<file path="src/rtl/mux_arb_pkg.sv">
// Shared types and constants for the two-requester 5-bit mux arbiter.
//   MUX_WIDTH   : data width of the shared MUX2T1_5 (fixed at 5)
//   arb_state_e : output-register occupancy state
//   req_idx_t   : requester index (0 or 1)
package mux_arb_pkg;

  localparam int unsigned MUX_WIDTH = 5;

  typedef enum logic {
    ST_EMPTY = 1'b0,
    ST_FULL  = 1'b1
  } arb_state_e;

  typedef logic req_idx_t;

endpackage

</file>
<file path="src/rtl/MUX2T1_5.sv">
// Existing 5-bit 2:1 multiplexer shared by the arbiter.
//   I0, I1 : data inputs
//   s      : select, 0 -> I0, 1 -> I1
//   o      : selected word
module MUX2T1_5 (
  input  logic [4:0] I0,
  input  logic [4:0] I1,
  input  logic       s,
  output logic [4:0] o
);

  assign o = s ? I1 : I0;

endmodule

</file>
<file path="src/rtl/mux2t1_5_arbiter.sv">
// Round-robin arbiter sharing one MUX2T1_5 between two requesters, with a
// one-entry registered output toward a single sink.
//   clk, rst_n           : clock, asynchronous active-low reset
//   req0/data0/gnt0      : requester 0 valid/grant handshake
//   req1/data1/gnt1      : requester 1 valid/grant handshake
//   s                    : mux select (current winner)
//   o_valid/o_data/o_ready : registered output, valid/ready handshake
//   last                 : index of the most recently granted requester
// Build option: define ARB_LOCK_EN to add burst lock (owner keeps ties for
// up to MAX_BURST consecutive grants). Undefined: pure alternation on ties.
module mux2t1_5_arbiter
  import mux_arb_pkg::*;
#(
  parameter int unsigned WIDTH     = MUX_WIDTH,
  parameter int unsigned MAX_BURST = 4
) (
  input  logic             clk,
  input  logic             rst_n,
  input  logic             req0,
  input  logic [WIDTH-1:0] data0,
  output logic             gnt0,
  input  logic             req1,
  input  logic [WIDTH-1:0] data1,
  output logic             gnt1,
  output logic             s,
  output logic             o_valid,
  output logic [WIDTH-1:0] o_data,
  input  logic             o_ready,
  output logic             last
);

  if (WIDTH != MUX_WIDTH) begin : gen_bad_width
    $error("mux2t1_5_arbiter: WIDTH must be 5");
  end
  if (MAX_BURST < 1 || MAX_BURST > 15) begin : gen_bad_burst
    $error("mux2t1_5_arbiter: MAX_BURST must be in 1..15");
  end

  arb_state_e       state_q;
  logic [WIDTH-1:0] o_data_q;
  req_idx_t         last_q;
  req_idx_t         winner;
  logic             load_ok;
  logic             grant_any;
  logic [WIDTH-1:0] mux_o;

  // Full-and-draining still loads, so a steady stream has no bubbles.
  assign load_ok = (state_q == ST_EMPTY) || o_ready;

`ifdef ARB_LOCK_EN
  localparam logic [3:0] MaxBurst = 4'(MAX_BURST);

  logic [3:0] burst_q;
  logic       owner_req;

  assign owner_req = last_q ? req1 : req0;
`endif

  always_comb begin
    winner = last_q;
    if (req0 && !req1) begin
      winner = 1'b0;
    end else if (req1 && !req0) begin
      winner = 1'b1;
    end else if (req0 && req1) begin
`ifdef ARB_LOCK_EN
      // A zero count means no active owner, so the tie alternates as usual.
      if (burst_q != 4'd0 && burst_q < MaxBurst) begin
        winner = last_q;
      end else begin
        winner = ~last_q;
      end
`else
      winner = ~last_q;
`endif
    end
  end

  // Grants are suppressed during reset even though load_ok is high there.
  assign gnt0      = rst_n && load_ok && req0 && (winner == 1'b0);
  assign gnt1      = rst_n && load_ok && req1 && (winner == 1'b1);
  assign grant_any = gnt0 || gnt1;

  MUX2T1_5 u_mux (
    .I0 (data0),
    .I1 (data1),
    .s  (winner),
    .o  (mux_o)
  );

  always_ff @(posedge clk or negedge rst_n) begin
    if (!rst_n) begin
      state_q  <= ST_EMPTY;
      o_data_q <= '0;
      last_q   <= 1'b1;
    end else begin
      unique case (state_q)
        ST_EMPTY: if (grant_any) state_q <= ST_FULL;
        ST_FULL:  if (o_ready && !grant_any) state_q <= ST_EMPTY;
      endcase
      if (grant_any) begin
        o_data_q <= mux_o;
        last_q   <= winner;
      end
    end
  end

`ifdef ARB_LOCK_EN
  always_ff @(posedge clk or negedge rst_n) begin
    if (!rst_n) begin
      burst_q <= '0;
    end else if (load_ok) begin
      if (grant_any) begin
        if (winner == last_q && burst_q != 4'd0) begin
          if (burst_q != 4'd15) burst_q <= burst_q + 4'd1;
        end else begin
          burst_q <= 4'd1;
        end
      end else if (!owner_req) begin
        burst_q <= '0;
      end
    end
  end
`endif

  assign s       = winner;
  assign o_valid = (state_q == ST_FULL);
  assign o_data  = o_data_q;
  assign last    = last_q;

endmodule

</file>
<file path="config.mk">
export PLATFORM = sky130hd
export DESIGN_NAME = mux2t1_5_arbiter
export DESIGN_NICKNAME = d
export VERILOG_FILES = /design/src/rtl/mux_arb_pkg.sv /design/src/rtl/MUX2T1_5.sv /design/src/rtl/mux2t1_5_arbiter.sv
export SDC_FILE = /design/constraint.sdc
export NUM_CORES = 1
export LEC_CHECK = 0
export ABC_AREA = 1
export CORE_MARGIN = 2
export CORE_UTILIZATION = 29
export CTS_CLUSTER_DIAMETER = 60
export CTS_CLUSTER_SIZE = 25
export DETAILED_ROUTE_END_ITERATION = 8
export MAX_ROUTING_LAYER = met4
export PLACE_DENSITY = 0.71
export SLEW_MARGIN = 20
export SYNTH_ARGS = -nofsm -noshare
export SYNTH_HDL_FRONTEND = slang
export SYNTH_HIERARCHICAL = 1
export SYNTH_SLANG_ARGS = --single-unit
</file>
<file path="constraint.sdc">
create_clock -name clk -period 3.4 [get_ports clk]
set_input_delay 0.51 -clock clk [delete_from_list [all_inputs] [get_ports clk]]
set_output_delay 0.51 -clock clk [all_outputs]
set_load 0.02 [all_outputs]
</file>
# After elaboration in Yosys (flattened, before gate mapping)
# Index checks and enable logic that the tools add are counted.
totals:
  regBits: 7
  wordCells: 27
op_classes:
  muxes: 7
  bitwise: 3
  reduce_logical: 14
op_table:
  columns: ["cell", "n"]
  rows:
  - ["logical AND 1 bit", 9]
  - ["2-to-1 mux 1 bit", 5]
  - ["2-to-1 mux 5 bit", 1]
  - ["zero test 1 bit", 3]
  - ["inverter 1 bit", 3]
  - ["logical OR 1 bit", 2]
  - ["one-hot mux 1 bit (2 select lines)", 1]

# Depth between registers and ports, before layout
logic_depth:
  ltp_word: 11
  depth_mapped: 9

# Cells and area by module
# Netlist, hierarchy kept.
modules_own_cells:
  columns: ["mod", "seq_area_each_um2", "area_per_inst_um2", "cells_per_inst", "instances"]
  rows:
  - ["mux2t1_5_arbiter", 176.4, 339.1, 38, 1]
  - ["MUX2T1_5", 0.0, 60.1, 16, 1]

# Worst setup path before layout
# OpenSTA, ideal clock, no wires.
synth_timing:
  kind: "input port to output port"
  start: "input o_ready"
  end: "output gnt1"
  setup_slack_ps: 1799
  arrival_time_ps: 1091
  required_ps: 2890
  n_path_buf: 0
  cell_stages: 4
  cell_sequence: "inv_1 -> nand2_2 -> nand3_4 -> nor2_1"
synth_via:
  elab_chain_cells: 4
synth_lines:
  columns: ["item", "line_no", "text"]
  rows:
  - ["from (decl)", "mux2t1_5_arbiter.sv:28", "input logic o_ready,"]
  - ["logical OR 1 bit", "mux2t1_5_arbiter.sv:48", "assign load_ok = (state_q == ST_EMPTY) || o_ready;"]
  - ["logical AND 1 bit (3 in a row)", "mux2t1_5_arbiter.sv:81", "assign gnt1 = rst_n && load_ok && req1 && (winner == 1'b1);"]
  - ["to (decl)", "mux2t1_5_arbiter.sv:24", "output logic gnt1,"]
# No other way between the ends.

# Worst setup path in the final report
layout_timing:
  start: "input rst_n"
  end: "output gnt0"
layout_via:
  elab_chain_cells: 3
layout_lines:
  columns: ["item", "line_no", "text"]
  rows:
  - ["from (decl)", "mux2t1_5_arbiter.sv:18", "input logic rst_n,"]
  - ["logical AND 1 bit (3 in a row)", "mux2t1_5_arbiter.sv:80", "assign gnt0 = rst_n && load_ok && req0 && (winner == 1'b0);"]
  - ["to (decl)", "mux2t1_5_arbiter.sv:21", "output logic gnt0,"]
# No other way between the ends.

==> results by group <==
Yosys
  – Count of cell types in the netlist: 11
  – Number of warnings issued by yosys: 6
  – Syn Nets: 69
  – Number of storage elements in the synthesis netlist: 7
  – Total standard cell area after synthesis: 399 µm²
  – Mapped Avg Cell Area: 7.39 µm²
  – Gate count after technology mapping: 54
  – Sequential share of the synthesized area: between 40 and 50%

Routing
  – Via count: between 400 and 500
  – First-pass DRT Iterations: 2
  – Final wirelength: a little under 1 mm
  – Number of DRC violations after detailed-routing iteration 0: 6
  – Remaining antenna violation count after routing: 0
  – Drc violations: 0
  – Routed length per placed instance: 9.98 µm
  – Mean number of vias per cell: ~4.4

Pwr
  – Max IR drop VDD: 0.000194 V
  – Clock share of power: 21.1%
  – Internal power contribution: between 0.0002 and 0.00025 W
  – Sw Share: 36.7%
  – Net Sw Power: 0.000134 W
  – PwrDens: 535 nW/µm²
  – Static leakage: 0.336 nW
  – Combinational share of power: 45.4%
  – Flop pwr share: 33.5%

Clock tree
  – Clock transition time at the flip-flop clock pins of the worst setup and hold paths: 60 ps
  – Post-CTS Setup Repair Bufs: 0
  – H-tree levels: 1
  – Sink Count: 7
  – Maximum clock path buffer count: 2
  – CTS tree: built
  – Later-pin clock latency in the skew report: 250 ps
  – Clock root buffer master: sky130_fd_sc_hd__clkbuf_4
  – Clock buffers created by TritonCTS: 3
  – Cts hold-fix bufs: 0
  – Number of cells upsized or downsized after cts: 0

Layout
  – Net total in the final layout: 98
  – Post-route insts no fill: slightly below 100
  – Layout cell share with drive strength beyond 1: a little over a tenth
  – Final instance area: 684 µm²
  – Area growth from synthesis to layout: 71.5%
  – Ant diodes: 0

Die
  – Full die area: 1690 µm²
  – Initial Util: between 30 and 40%
  – Total I/O pin count: 25
  – Vertical die dimension: 41.1 µm
  – Standard cell core area: 1300 µm²
  – Chip width: roughly 41 µm
  – Row count: 13

Job
  – Number of maximum-capacitance violations: 0

GRT
  – GRT Residual Overflow: 0
  – Number of antenna violations at the first check in global routing: 0
  – Number of global-route vias before repair: 369
  – Global-route wire length before repair: 1.40 mm
  – Maximum number of pins on one net before global-route repair: 10
  – GRT Overall Usage: between 10% and 20%

Setup path
  – Critical path capture point type: output pin
  – Critical path data required time: 2890 ps
  – Startpoint types: input pin
  – Maximum fanout encountered on the critical timing path: 9
  – Arrival time of the worst setup path: roughly 2200 ps
  – Classification of the worst setup path: in -> out

Place
  – Post-detailed-placement cell area: around 660 µm²
  – Instance count after placement with tap cells included: 93
  – Total half-perimeter wirelength after legalization and detailed placement: 773 µm
  – Placer congestion estimate: 0.721
  – Total of buffers placed on input and output ports: 24

Worst hold path
  – Path category of the worst min-delay check: reg -> reg

Timing
  – Count of endpoints failing setup in the final report: 0
  – Final Skew: about 2.6 ps
  – Sum of negative setup slack: 0 ps
  – Final cycle utilization of the critical path: 80.7%
  – Total count of hold-check failures in the final report: 0
  – Number of max-slew violations in the final report: 0
  – Transition time of the tightest slew-check pin: 480 ps
  – Tmin final: 2740 ps
  – Normalized max-slew margin: 67.9%
  – Maximum operating frequency: 365 MHz
  – RSZ-0062 raised after global routing: no

Status
  – Outcome: finished clean
-- Yosys cell counts --
cell type	number	area, µm²
sky130_fd_sc_hd__nand2_1	26	97.6
sky130_fd_sc_hd__dfrtp_1	6	150
sky130_fd_sc_hd__nand3_1	6	30.0
sky130_fd_sc_hd__nor2_1	5	18.8
sky130_fd_sc_hd__inv_1	4	15.0
sky130_fd_sc_hd__nand3_4	2	35.0
sky130_fd_sc_hd__dfstp_2	1	26.3
sky130_fd_sc_hd__inv_2	1	3.75
sky130_fd_sc_hd__nand2_2	1	6.26
sky130_fd_sc_hd__nand2_4	1	11.3
sky130_fd_sc_hd__o21ai_1	1	5.00
-- power groups by stage --
stage	clock (W)	sequential, W	combinational, W
final	0.0000772	0.000123	0.000166
after global routing	0.0000842	0.000126	0.000182
after CTS	0.0000789	0.000123	0.000169
after detailed placement	0	0.000124	0.000168
after global placement	0	0.000124	0.000168
after floorplan	0	0.000148	0.0000605
-- worst paths after layout --
| check | from | to | slack (ps) | cells after the start |
|---|---|---|---|---|
| min in group asynchronous | rst_n | o_data[3] | 580 | 1 |
| min reg2reg | last | last | 500 | 2 |
| min | last | last | 500 | 2 |
| max | rst_n | gnt0 | 660 | 4 |
| max in group asynchronous | rst_n | last | 2470 | 1 |
| max reg2reg | last | o_data[0] | 2080 | 8 |
-- critical path, stage by stage --
cell,delay [ps]
sky130_fd_sc_hd__clkdlybuf4s50_1,770
sky130_fd_sc_hd__nand3_4,210
sky130_fd_sc_hd__nor2_1,130
sky130_fd_sc_hd__clkdlybuf4s50_1,610
-- per-layer routing --
layer	GRT usage, %	part of all wire, %
met3	4.89	7.3
met2	23.0	48
met5	-	0
met1	13.4	43
met4	9.68	1.0
-- cell type report --
| class | count | area [µm²] |
|---|---|---|
| inverter | 5 | 18.8 |
| clock buffer | 4 | 26.3 |
| sequential | 7 | 176 |
| tap | 15 | 18.8 |
| fill | 141 | 617 |
| multi-input combinational | 42 | 204 |
| timing repair buffer | 24 | 240 |
-- logic make-up (layout without fill, tap and decap cells) --
logic type / after synthesis / count (layout) / synth area share, %
simple gates: 41 / 41 / 49.8
flops: 7 / 7 / 44.2
buf+inv: 5 / 33 / 4.70
compound gates: 1 / 1 / 1.25
-- cells in the final DEF, fill, tap and decap left out --
cell                              count
sky130_fd_sc_hd__clkbuf_4             3
sky130_fd_sc_hd__nand3_1              6
sky130_fd_sc_hd__inv_1                4
sky130_fd_sc_hd__clkbuf_1             1
sky130_fd_sc_hd__inv_2                1
sky130_fd_sc_hd__dfrtp_1              6
sky130_fd_sc_hd__nand2_1             26
sky130_fd_sc_hd__nor2_1               5
sky130_fd_sc_hd__o21ai_1              1
sky130_fd_sc_hd__clkdlybuf4s50_1     24
sky130_fd_sc_hd__dfstp_2              1
sky130_fd_sc_hd__nand2_2              1
sky130_fd_sc_hd__nand3_4              2
sky130_fd_sc_hd__nand2_4              1
-- flip-flops by register name, indices dropped and copies added (netlist names) --
| register | cells |
|---|---|
| o_data | 5 |
| last | 1 |
| o_valid | 1 |
-- per-stage QoR --
stage	hold WS (ps)	power [W]	utilization [%]	worst slack (ps)
6_report	499	0.000366	52.6	657
5_1_grt	524	0.000392	52.6	512
3_5_place_dp	491	0.000292	50.6	618
3_3_place_gp	484	0.000292	50.6	661
2_1_floorplan	214	0.000209	-	1800
4_1_cts	499	0.000371	52.6	611
Power figures use the tool's default switching activity.
